<file path="src/rtl/weight_loader.sv">
// Weight FIFO loader: on start, streams FIFO_STAGES consecutive rows from a
// synchronous weight memory into the weight FIFO; when idle, forwards arrayShift.
module weight_loader #(
    parameter int DATA_WIDTH  = 8,
    parameter int FIFO_INPUTS = 4,
    parameter int FIFO_WIDTH  = DATA_WIDTH * FIFO_INPUTS,
    parameter int FIFO_STAGES = 4,
    parameter int ADDR_WIDTH  = 8
) (
    input  logic                  clk,
    input  logic                  reset,
    input  logic                  start,
    input  logic [ADDR_WIDTH-1:0] baseAddr,
    input  logic                  arrayShift,
    output logic                  memRdEn,
    output logic [ADDR_WIDTH-1:0] memAddr,
    input  logic [FIFO_WIDTH-1:0] memData,
    output logic                  fifoEn,
    output logic [FIFO_WIDTH-1:0] fifoData,
    output logic                  busy,
    output logic                  done
);

    localparam int CNT_W = (FIFO_STAGES > 1) ? $clog2(FIFO_STAGES) : 1;
    localparam logic [CNT_W-1:0] LAST_ISSUE = CNT_W'(FIFO_STAGES - 1);

    typedef enum logic [1:0] {
        IDLE  = 2'd0,
        LOAD  = 2'd1,
        DRAIN = 2'd2,
        DONE  = 2'd3
    } state_t;

    state_t                  state_r;
    logic [CNT_W-1:0]        cnt_r;
    logic [ADDR_WIDTH-1:0]   base_r;
    logic [ADDR_WIDTH-1:0]   mem_addr_r;
    logic                    mem_rd_en_r;
    logic                    rd_valid_r;
    logic                    busy_r;
    logic                    done_r;
    logic                    fifo_en_s;
    logic [FIFO_WIDTH-1:0]   fifo_data_s;

    // Load sequencer: issues one read per LOAD cycle, then drains and pulses done.
    always_ff @(posedge clk or negedge reset) begin
        if (!reset) begin
            state_r     <= IDLE;
            cnt_r       <= {CNT_W{1'b0}};
            base_r      <= {ADDR_WIDTH{1'b0}};
            mem_addr_r  <= {ADDR_WIDTH{1'b0}};
            mem_rd_en_r <= 1'b0;
            rd_valid_r  <= 1'b0;
            busy_r      <= 1'b0;
            done_r      <= 1'b0;
        end else begin
            rd_valid_r <= mem_rd_en_r;
            case (state_r)
                IDLE: begin
                    done_r <= 1'b0;
                    if (start) begin
                        base_r      <= baseAddr;
                        cnt_r       <= {CNT_W{1'b0}};
                        mem_addr_r  <= baseAddr;
                        mem_rd_en_r <= 1'b1;
                        busy_r      <= 1'b1;
                        state_r     <= LOAD;
                    end else begin
                        mem_rd_en_r <= 1'b0;
                        busy_r      <= 1'b0;
                    end
                end
                LOAD: begin
                    if (cnt_r == LAST_ISSUE) begin
                        mem_rd_en_r <= 1'b0;
                        mem_addr_r  <= {ADDR_WIDTH{1'b0}};
                        state_r     <= DRAIN;
                    end else begin
                        // Address add wraps modulo 2^ADDR_WIDTH by truncation.
                        cnt_r      <= cnt_r + CNT_W'(1);
                        mem_addr_r <= base_r + ADDR_WIDTH'(cnt_r + CNT_W'(1));
                    end
                end
                DRAIN: begin
                    done_r  <= 1'b1;
                    state_r <= DONE;
                end
                DONE: begin
                    done_r  <= 1'b0;
                    busy_r  <= 1'b0;
                    state_r <= IDLE;
                end
                default: begin
                    state_r     <= IDLE;
                    mem_rd_en_r <= 1'b0;
                    busy_r      <= 1'b0;
                    done_r      <= 1'b0;
                end
            endcase
        end
    end

    // FIFO drive: read data pushes when valid, else idle pass-through of arrayShift.
    always_comb begin
        fifo_en_s   = 1'b0;
        fifo_data_s = {FIFO_WIDTH{1'b0}};
        if (rd_valid_r) begin
            fifo_en_s   = 1'b1;
            fifo_data_s = memData;
        end else if ((state_r == IDLE) && reset) begin
            fifo_en_s = arrayShift;
        end else begin
            fifo_en_s = 1'b0;
        end
    end

    assign memRdEn  = mem_rd_en_r;
    assign memAddr  = mem_addr_r;
    assign fifoEn   = fifo_en_s;
    assign fifoData = fifo_data_s;
    assign busy     = busy_r;
    assign done     = done_r;

endmodule

</file>
<file path="config.mk">
export PLATFORM = sky130hd
export DESIGN_NAME = weight_loader
export DESIGN_NICKNAME = d
export VERILOG_FILES = /design/src/rtl/weight_loader.sv
export SDC_FILE = /design/constraint.sdc
export NUM_CORES = 1
export LEC_CHECK = 0
export CORE_MARGIN = 4
export CORE_UTILIZATION = 38
export CTS_CLUSTER_DIAMETER = 120
export DETAILED_ROUTE_END_ITERATION = 16
export PLACE_DENSITY = 0.8
export RECOVER_POWER = 50
export SETUP_SLACK_MARGIN = 0.15
export SLEW_MARGIN = 20
export SYNTH_ARGS = -nofsm -noshare
export SYNTH_HDL_FRONTEND = slang
export SYNTH_SLANG_ARGS = --single-unit
export TNS_END_PERCENT = 10
</file>
<file path="constraint.sdc">
create_clock -name clk -period 2.31 [get_ports clk]
set_clock_uncertainty 0.05 [all_clocks]
set_input_delay 0.231 -clock clk [delete_from_list [all_inputs] [get_ports clk]]
set_output_delay 0.231 -clock clk [all_outputs]
set_load 0.05 [all_outputs]
</file>
After elaboration in Yosys (flattened, before gate mapping)

Cells that the tools add are included.

Add/subtract/negate cells: 3
Equal/unequal tests: 7
Muxes and demuxes: 17
Reductions and logical operators: 11

Operators with widths:

| operator                                                               | number |
|---|---|
| 32-bit two-way mux                                                     | 1 |
| 8-bit two-way mux                                                      | 2 |
| 8-bit one-hot mux with 2 select lines                                  | 1 |
| 8-bit by 3-bit adder with 8-bit output                                 | 1 |
| 2-bit two-way mux                                                      | 4 |
| 2-bit one-hot mux with 4 select lines                                  | 1 |
| 2-bit AND reduction                                                    | 4 |
| 2-bit equality test (second input constant)                            | 3 |
| 2-bit != test (second input constant)                                  | 3 |
| 1-bit one-hot mux with 2 select lines                                  | 3 |
| 2-bit nonzero test                                                     | 3 |
| 1-bit two-way mux                                                      | 4 |
| 2-bit one-hot mux with 2 select lines                                  | 1 |
| 2-bit by 1-bit adder with 3-bit output (second input constant)         | 1 |
| 3-bit AND reduction                                                    | 1 |
| 2-bit by 1-bit adder with 2-bit output (second input constant)         | 1 |
| 2-bit by 1-bit equality test with 1-bit output (second input constant) | 1 |
| 2-bit zero test                                                        | 1 |
| 2-bit OR reduction                                                     | 1 |
| 1-bit logical AND                                                      | 1 |

Flip-flop bits (word level): 24
Input port bits: 44
Output and inout port bits: 44
Logic and storage cells: 46

Depth between registers and ports, before layout

Word-level depth: 4
Gate-level depth with buffers: 8
Mapped depth without buffers: 7

Worst setup path after synthesis

Ideal clock, no wire load.

Path type: reg-to-reg
Start point: reg cnt_r[0]
End point: reg mem_addr_r[4] (netlist: memAddr[4])
Library setup time: 125 ps
Arrival: 1659 ps
Data required time: 2135 ps
Slack: 476 ps
Cell stages (with the launch flop): 8
Path buffers: 0
Period minus slack after synthesis: 1834 ps
Cells stage by stage: dfrtp_1 inv_1 ha_1 fa_1 nand3b_1 xor2_1 o22ai_1 mux2_2

Cells in the longest elaborated chain, start to end: 4
Elaborated cells on any way between the ends: 5
Classes of those cells: add/sub: 2; eq/ne: 1; mux: 2

Ends and longest elaborated chain:

| what                                    | RTL line | text |
|---|---|---|
| start, declared                         | 35       | `logic [CNT_W-1:0] cnt_r;` |
| start signal, assigned                  | 49       | `cnt_r <= {CNT_W{1'b0}};` |
| start signal, assigned                  | 63       | `cnt_r <= {CNT_W{1'b0}};` |
| start signal, assigned                  | 80       | `cnt_r <= cnt_r + CNT_W'(1);` |
| 2-bit by 1-bit adder with 3-bit output  | 81       | `mem_addr_r <= base_r + ADDR_WIDTH'(cnt_r + CNT_W'(1));` |
| 8-bit by 3-bit adder with 8-bit output  | 81       |  |
| 8-bit two-way mux *                     | 74       | `if (cnt_r == LAST_ISSUE) begin` |
| 8-bit one-hot mux with 2 select lines * | 58       | `case (state_r)` |
| end signal, assigned                    | 64       | `mem_addr_r <= baseAddr;` |
| end signal, assigned                    | 76       | `mem_addr_r <= {ADDR_WIDTH{1'b0}};` |
| end signal, assigned                    | 81       |  |
| end, declared                           | 37       | `logic [ADDR_WIDTH-1:0] mem_addr_r;` |

Mark *: on every way between the ends. The rest lies on a longest branch, timed or not.
A chain may end at the register's enable or synchronous reset.

Final worst setup path

Start point: reg state_r[1]
End point: reg mem_addr_r[6] (netlist: memAddr[6])

Cells in the longest elaborated chain, start to end: 3
Elaborated cells on any way between the ends: 6
Classes of those cells: eq/ne: 2; mux: 1; reduce/logical: 3

Ends and longest elaborated chain:

| what                                                                              | RTL line | text |
|---|---|---|
| start, declared                                                                   | 34       | `state_t state_r;` |
| start signal, assigned                                                            | 48       | `state_r <= IDLE;` |
| start signal, assigned                                                            | 67       | `state_r <= LOAD;` |
| start signal, assigned                                                            | 77       | `state_r <= DRAIN;` |
| 2-bit by 1-bit equality test with 1-bit output or 2-bit zero test (tied branches) | 58       |  |
| 2-bit nonzero test (no source line) or 2-bit != test (tied branches)              | n/a      |  |
| 2-bit AND reduction (no source line)                                              | n/a      |  |
| end signal, assigned                                                              | 51       | `mem_addr_r <= {ADDR_WIDTH{1'b0}};` |
| end signal, assigned                                                              | 64       |  |
| end signal, assigned                                                              | 76       |  |

Parallel ways exist; a longest one is shown, timed or not.

==> flow_metrics.env <==
export IMPL_cts_tree="built"
export IMPL_rsz0062_at_grt="false"
export IMPL_post_cts_setup_buffers=0
export IMPL_hold_path_class="register to register"
export IMPL_drtPass1Iterations=4
export IMPL_hold_viol=0
export IMPL_tightest_slew_ns=1.30
export IMPL_synth_edff_count=0
export IMPL_crit_path_start="state_r[1]"
export IMPL_crit_type="register to register"
export IMPL_ios=88
export IMPL_cts_inserted_buffers=3
export IMPL_dieArea_mm2=0.00514
export IMPL_vdd_ir_drop_max_mv=0.839
export IMPL_ctsHoldBuffers=0
export IMPL_worstReg2RegStart="state_r[1]"
export IMPL_start_kind="register"
export IMPL_arrival_ns=2.16
export IMPL_post_route_period_util=0.871
export IMPL_cts_num_sinks=24
export IMPL_yosysWarnings=0
export IMPL_placed_area_mm2=0.00239
export IMPL_netlist_area_leader_share=0.390
export IMPL_cp_required_ns=2.46
export IMPL_synth_seq_area_share=0.390
export IMPL_syn_inst=165
export IMPL_syn_avg_cell_area_um2=9.33
export IMPL_tns_ns=0
export IMPL_route_vias_total=1405
export IMPL_rr_worst_depth=8
export IMPL_cts_root_buf="clkbuf_8"
export IMPL_async_flop_share=1.00
export IMPL_clock_path_buffers=2
export IMPL_port_buffers=87
export IMPL_grt_overflow=0
export IMPL_grt_usage=0.152
export IMPL_fillers=311
export IMPL_yosysTopAreaCell="dfrtp_1"
export IMPL_period_minus_slack_ns=2.01
export IMPL_design_core_area_mm2=0.00380
export IMPL_multiInputGateArea_um2=857
export IMPL_reg2reg_slack_ns=0.30
export IMPL_grt_max_degree=34
export IMPL_ant_nets=0
export IMPL_area_growth_pct=58.8
export IMPL_synth_distinct_cells=30
export IMPL_regArea_um2=601
export IMPL_yosys_top_cells_area="dfrtp_1, and2_1, ha_1"
export IMPL_worst_skew_pair_late_latency_ns=0.27
export IMPL_wl_per_cell_um=13.2
export IMPL_power_mw=3.62
export IMPL_drive_gt1_frac=0.187
export IMPL_place_gp_congestion=0.759
export IMPL_clk_pin_slew_ns=0.09
export IMPL_p_per_area_mw_per_mm2=1480
export IMPL_row_count=22
export IMPL_nNetsFinal=308
export IMPL_endpoint_kind="register"
export IMPL_r2r_end="memAddr[6]"
export IMPL_start_util=0.405
export IMPL_finalMaxSlewViolations=0
export IMPL_endpoint="memAddr[6]"
export IMPL_grt_pass1_vias=1341
export IMPL_synth_commonest_cells="and2_1, dfrtp_1, nand2_1"
export IMPL_grt_pass1_wl_um=6340
export IMPL_drc=0
export IMPL_critical_path_max_fanout=14
export IMPL_antenna_found_initial=0
export IMPL_n_antenna_cell=0
export IMPL_detail_route_vias_per_cell=4.68
export IMPL_layout_cells_non_filler=300
export IMPL_syn_nets=220
export IMPL_cts_resized=0
export IMPL_wl_um=3960
export IMPL_die_w_um=71.7
export IMPL_status="completed"
export IMPL_fin_area_mm2=0.00245
export IMPL_ys_ff_latch=24
export IMPL_power_leakage_nw=1.14
export IMPL_synth_flop_cell="dfrtp_1"
export IMPL_drt_iter0_markers=32
export IMPL_syn_area_mm2=0.00154
export IMPL_dp_hpwl_um=3190
export IMPL_cts_htree_levels=1
export IMPL_setup_viol=0
export IMPL_max_slew_margin=0.136
export IMPL_drv_cap=0
export IMPL_dp_cells=296
export IMPL_yosysMostFrequentCell="and2_1"
export IMPL_fmax_mhz=497
export IMPL_fp_dieH_um=71.7
## worst max-delay path, cell delays in order (launching register included)
cell and delay, ns:
dfrtp_1 0.41, inv_1 0.12, ha_1 0.18, clkbuf_1 0.47, mux2i_1 0.15, buf_4 0.21, nor3b_1 0.20, a21oi_1 0.06
o21ai_0 0.07
## sequential cells by signal (all words and copies together), names as in the netlist
name,cells
memRdEn,1
state_r,2
busy,1
base_r,8
cnt_r,2
memAddr,8
rd_valid_r,1
done,1
## worst min path at each step
stage / end / depth (start not counted) / from / slack [ns]
2_1_floorplan: base_r[0] / 0 / reset / -0.11
3_3_place_gp: rd_valid_r / 0 / memRdEn / 0.36
3_5_place_dp: rd_valid_r / 0 / memRdEn / 0.37
6_report: rd_valid_r / 0 / memRdEn / 0.38
5_1_grt: rd_valid_r / 0 / memRdEn / 0.41
4_1_cts: memAddr[6] / 2 / reset / 0.36
## routing by layer
| metal | GRT usage | part of all wire |
|---|---|---|
| met5 | 0 | 0 |
| met4 | 0.0376 | 0.011 |
| met3 | 0.0351 | 0.082 |
| met2 | 0.258 | 0.48 |
| met1 | 0.195 | 0.42 |
## stage by stage
step,setup slack (ns),util,hold slack (ns)
after floorplan,0.476,-,-0.115
after global placement,0.414,0.629,0.357
after detailed placement,0.352,0.629,0.367
after CTS,0.338,0.648,0.355
after global routing,0.112,0.644,0.414
final,0.297,0.644,0.378
## cell usage in the layout (no fill, tap or decap)
cell and n:
a21oi_1 5, and3_4 1, ha_1 10, nor3_1 2, nand3b_1 2, clkdlybuf4s50_1 42, fa_1 1, a22o_1 2
and2_1 32, dlygate4sd3_1 12, buf_12 1, o21ai_2 1, clkbuf_1 4, nand2b_1 4, nand3_1 2, dfrtp_1 24
buf_4 31, a31o_2 1, o22ai_1 4, bufinv_16 1, and2b_1 1, o21ai_0 11, nor3b_1 2, clkbuf_8 3
mux2_2 8, a21o_1 2, nor2b_1 2, mux2i_1 2, inv_1 13, a32oi_1 2, xor2_1 5, or3_1 1
o2111ai_1 1, nor2_1 2, nand2_1 15
## power breakdown
| group | internal [mW] | switching [mW] |
|---|---|---|
| clock | 0.232 | 0.137 |
| sequential | 0.634 | 0.203 |
| combinational | 0.902 | 1.51 |
| total | 1.77 | 1.85 |
## kinds of logic after synthesis
group | after synthesis | synth area share
simple gates | 66 | 0.245
compound gates | 29 | 0.118
flops | 24 | 0.390
buf+inv | 20 | 0.0536
fa+ha+maj | 11 | 0.0942
mux | 10 | 0.0715
xor+xnor | 5 | 0.0284
## cell type report
type | count | share of cell area
multi-input cells | 121 | 0.350
repair buffers | 90 | 0.330
flip-flops and latches | 24 | 0.246
well taps | 48 | 0.0246
inverters | 13 | 0.0199
clock buffers | 3 | 0.0169
clock inverters | 1 | 0.0123
(Power assumes the default switching activity.)
